File: config.mk
export PLATFORM = sky130hd
export DESIGN_NAME = rr_arbiter_16
export DESIGN_NICKNAME = d
export VERILOG_FILES = /design/src/rtl/arb_pkg.sv /design/src/rtl/lowest_one_16.sv /design/src/rtl/rr_arbiter_16.sv
export SDC_FILE = /design/constraint.sdc
export NUM_CORES = 1
export LEC_CHECK = 0
export BUFFER_PORTS_ARGS = -buffer_cell sky130_fd_sc_hd__clkbuf_2
export CAP_MARGIN = 5
export CORE_UTILIZATION = 50
export CTS_BUF_LIST = sky130_fd_sc_hd__clkbuf_4
export CTS_CLUSTER_DIAMETER = 80
export DETAILED_ROUTE_END_ITERATION = 8
export PLACE_DENSITY = 0.83
export SYNTH_ARGS = -nofsm -noshare
export SYNTH_HDL_FRONTEND = slang
export SYNTH_SLANG_ARGS = --single-unit
File: constraint.sdc
create_clock -name clk -period 7 [get_ports clk]
set_clock_uncertainty 0.1 [all_clocks]
set_input_delay 0 -clock clk [delete_from_list [all_inputs] [get_ports clk]]
set_output_delay 0 -clock clk [all_outputs]
set_load 0.005 [all_outputs]
File: src/rtl/arb_pkg.sv
// arb_pkg: shared constants and state encoding for the 16-way round-robin arbiter.
package arb_pkg;
  localparam int ARB_N = 16;
  localparam int ARB_IDW = 4;
  typedef enum logic {ARB_IDLE = 1'b0, ARB_GRANT = 1'b1} arb_state_e;
endpackage

File: src/rtl/lowest_one_16.sv
// lowest_one_16: finds the lowest set bit of a 16-bit vector as one-hot, index and any-set flag.
module lowest_one_16 import arb_pkg::*; (
  input  logic [ARB_N-1:0]   vec_i,
  output logic [ARB_N-1:0]   onehot_o,
  output logic [ARB_IDW-1:0] idx_o,
  output logic               any_o
);
  assign onehot_o = vec_i & (~vec_i + 16'd1);
  assign any_o = |vec_i;
  always_comb begin
    idx_o = '0;
    for (int i = ARB_N - 1; i >= 0; i--) if (vec_i[i]) idx_o = ARB_IDW'(i);
  end
endmodule

File: src/rtl/rr_arbiter_16.sv
// rr_arbiter_16: 16-requester round-robin arbiter with grant held until release.
// Define ARB_TIMEOUT_EN to revoke grants held for MAX_HOLD cycles while others wait.
module rr_arbiter_16 import arb_pkg::*; #(
  parameter int unsigned MAX_HOLD = 15
) (
  input  logic               clk,
  input  logic               rst,
  input  logic [ARB_N-1:0]   req,
  output logic [ARB_N-1:0]   gnt,
  output logic [ARB_IDW-1:0] gnt_id,
  output logic               gnt_valid,
  output logic               timeout
);
  if (MAX_HOLD < 2 || MAX_HOLD > 255) begin : g_bad_hold
    $error("MAX_HOLD must be in 2..255");
  end
  arb_state_e state_q, state_d;
  logic [ARB_N-1:0] gnt_q, gnt_d, cand, mask, m_oh, u_oh, win_oh;
  logic [ARB_IDW-1:0] id_q, id_d, last_q, last_d, m_id, u_id, win_id;
  logic m_any, u_any, held, take, fire;
  always_comb begin
    cand = (state_q == ARB_GRANT) ? req & ~gnt_q : req;
    mask = 16'hFFFF << ({1'b0, last_q} + 5'd1);
    held = (state_q == ARB_GRANT) && |(req & gnt_q);
    take = (!held && u_any) || fire;
    win_oh = m_any ? m_oh : u_oh;
    win_id = m_any ? m_id : u_id;
    state_d = (take || held) ? ARB_GRANT : ARB_IDLE;
    gnt_d = take ? win_oh : held ? gnt_q : '0;
    id_d = take ? win_id : id_q;
    last_d = take ? win_id : last_q;
  end
  lowest_one_16 u_masked (.vec_i(cand & mask), .onehot_o(m_oh), .idx_o(m_id), .any_o(m_any));
  lowest_one_16 u_all    (.vec_i(cand),        .onehot_o(u_oh), .idx_o(u_id), .any_o(u_any));
  always_ff @(posedge clk) begin
    if (rst) begin
      state_q <= ARB_IDLE;
      gnt_q <= '0;
      id_q <= '0;
      last_q <= 4'd15;
    end else begin
      state_q <= state_d;
      gnt_q <= gnt_d;
      id_q <= id_d;
      last_q <= last_d;
    end
  end
`ifdef ARB_TIMEOUT_EN
  localparam logic [7:0] LIM = 8'(MAX_HOLD - 1);
  logic [7:0] cnt_q, cnt_d;
  logic timeout_q;
  // cand excludes the grantee while in GRANT, so u_any means someone else is waiting
  assign fire = held && cnt_q == LIM && u_any;
  assign cnt_d = (take || !held) ? '0 : (cnt_q == LIM) ? cnt_q : cnt_q + 8'd1;
  always_ff @(posedge clk) begin
    if (rst) begin
      cnt_q <= '0;
      timeout_q <= 1'b0;
    end else begin
      cnt_q <= cnt_d;
      timeout_q <= fire;
    end
  end
  assign timeout = timeout_q;
`else
  assign fire = 1'b0;
  assign timeout = 1'b0;
`endif
  assign gnt = gnt_q;
  assign gnt_id = id_q;
  assign gnt_valid = state_q == ARB_GRANT;
endmodule

==> results_dict.tcl <==
set metrics [dict create \
    status "finished, final reports clean" \
    dieHeight_um 70.8 \
    cts_resized 0 \
    setup_viol 0 \
    timing.rr.start "last_q[1]$_SDFFE_PP1P_" \
    endpoint "gnt_id[0]$_SDFFE_PP0P_" \
    die_area_um2 5020 \
    ir_worst_vdd_mv 0.201 \
    grt_pass1_vias 2423 \
    fp.coreArea_um2 4440 \
    worst_pin_slew_ps 1100 \
    yosysWarnings 0 \
    path_class "register to register" \
    avgSynthCellArea_um2 7.31 \
    clkSinkCount 25 \
    cap_violations 0 \
    arrival_ps 3630 \
    fin_crit_sh 0.494 \
    clk_pin_slew_ps 160 \
    synth_edf_count 0 \
    wl_per_cell_um 18.7 \
    cp-start-kind "register" \
    numPortBuffers 38 \
    antenna_found_initial 0 \
    cts_made_buffers 3 \
    holdWs_ps 26.2 \
    final_common_cell "clkbuf_2" \
    cts_root_buf "clkbuf_4" \
    layout_common_cells "clkbuf_2 (38), nor2_1 (35), nand2_1 (34), a21oi_1 (31), dfxtp_1 (25)" \
    layout-drive-gt1-share 0.194 \
    fmax_mhz 289 \
    fill_cells 428 \
    ys_seq_area_frac 0.211 \
    crit_fanout 16 \
    syn2layout_area_growth_pct 8.08 \
    grt_max_degree 30 \
    worstReg2RegEnd "gnt_id[0]$_SDFFE_PP0P_" \
    ant_nets 0 \
    first_pass_iters 7 \
    hpwl_um 5660 \
    rsz0062_at_grt "false" \
    crit_path_end_kind "register" \
    antennaDiodeCount 0 \
    io_pins 40 \
    clockBufferDepth 2 \
    synth_ff_type "dfxtp_1" \
    holdCritPathClass "primary input to register" \
    cts_tree "built" \
    synth_cell_types 65 \
    hold_viol_final 0 \
    fp.dieW_um 70.8 \
    grt_pass1_wl_um 12000 \
    period_needed_ps 3460 \
    drcViolationCount 0 \
    syn_area_um2 2370 \
    async_reset_ff_frac 0 \
    finalMaxSlewViolations 0 \
    globalplace.congestion 0.954 \
    p_leak_nw 0.995 \
    slew_headroom 0.262 \
    setup_tns_ps 0 \
    vias_per_cell 6.79 \
    r2r_cells 9 \
    crit_required_ps 7170 \
    synth_cells 324 \
    gr-total-overflow 0 \
    post-place-ws_ps 3680 \
    crit_start "last_q[1]$_SDFFE_PP1P_" \
    reg2reg_slack_ps 3540 \
    setup_ws_ps 3540 \
    insertion_delay_ps 330 \
    synth_seq_cells 25 \
    routed_wl_um 7500 \
    syn-num-nets 345 \
    pwr_density_cell_nw_per_um2 424 \
    initial_core_util 0.533 \
    drt_iter0_markers 270 \
    postCtsSetupBuffers 0 \
    grtUsageTotal 0.302 \
    vias 2731 \
    fin_nets 372 \
    h-tree-depth 1 \
    rows 24 \
]
-- area by class of cell --
type / count / area [um2] / share of cell area
timing repair buffer: 40 / 208 / 0.0811
multi-input combinational: 274 / 1730 / 0.676
sequential: 25 / 500 / 0.195
inverter: 7 / 26.3 / 0.0103
clock buffer: 3 / 22.5 / 0.00879
clock inverter: 1 / 7.51 / 0.00293
tap: 52 / 65.1 / 0.0254
-- per-layer routing --
| layer | vias up | GRT usage | part of all wire |
|---|---|---|---|
| met2 | 152 | 0.490 | 0.45 |
| met4 | 0 | 0.0778 | 0.022 |
| li1 | 1280 | - | - |
| met5 | - | 0 | 0 |
| met3 | 23 | 0.0541 | 0.083 |
| met1 | 1276 | 0.413 | 0.44 |
-- flip-flops by register name (all words and copies together) (netlist names) --
register	flops
gnt	16
gnt_id	4
last_q	4
gnt_valid	1
-- where the power goes --
group	internal [W]	switching, W	total, W
clock	0.0000219	0.0000516	0.0000735
sequential	0.000185	0.0000659	0.000251
combinational	0.000277	0.000483	0.000761
-- repair_timing --
item	CTS	global route
hold buffers	1	0
endpoints found under the hold margin	1	0
setup endpoints to repair	0	0
-- worst min path at each step --
stage,startpoint,end,slack [ps],cells after the start
after floorplan,gnt_id[1]$_SDFFE_PP0P_,gnt_id[1],190,0
after global routing,req[8],gnt[8]$_SDFFE_PP0P_,30,4
after CTS,req[8],gnt[8]$_SDFFE_PP0P_,4,4
after detailed placement,gnt_id[0]$_SDFFE_PP0P_,gnt_id[0],290,1
final,req[8],gnt[8]$_SDFFE_PP0P_,30,4
after global placement,gnt_id[1]$_SDFFE_PP0P_,gnt_id[1],290,1
-- metrics by stage --
step	cell area (um2)	utilization	instances	power, W
floorplan	2370	-	324	0.000800
global placement	2520	0.567	397	0.000981
detailed placement	2520	0.567	397	0.000984
CTS	2560	0.576	402	0.00106
global route	2560	0.576	402	0.00117
finish	2560	0.576	402	0.00108
-- cell families after synthesis --
group | count (synthesis) | synth area share
AOI/OAI and AO/OA | 142 | 0.430
xor gates and xnor gates | 1 | 0.00370
other | 1 | 0.00158
DFF | 25 | 0.211
and+or+nand+nor | 127 | 0.279
adders and majority gates | 3 | 0.0158
buffers and inverters | 25 | 0.0581
-- critical path, stage by stage, from the launching register on --
cell and delay (ps):
dfxtp_1 570, ha_1 540, xnor2_1 200, o21a_1 260
o31a_1 350, nor4_4 400, nand4_4 320, nor4_1 360
nor4_1 120, nor3_1 180
-- synth_stat cells (5+ instances only) --
cell      instances  area, um2
nor3_1           12       60.1
dfxtp_1          25        500
o21ai_0          23        115
inv_1             7       26.3
buf_2             5       25.0
nand4_1           5       31.3
nor4_1            5       31.3
o211ai_1          6       45.0
o21a_1            7       52.6
a21boi_0          7       52.6
nand3_1           8       40.0
a21boi_1          6       45.0
a21oi_1          31        155
nand2b_1          6       37.5
a22o_1            8       70.1
a21bo_2          11        110
nor2_1           35        131
nand2_1          34        128
Note: power is estimated with default switching activity, not from simulation.
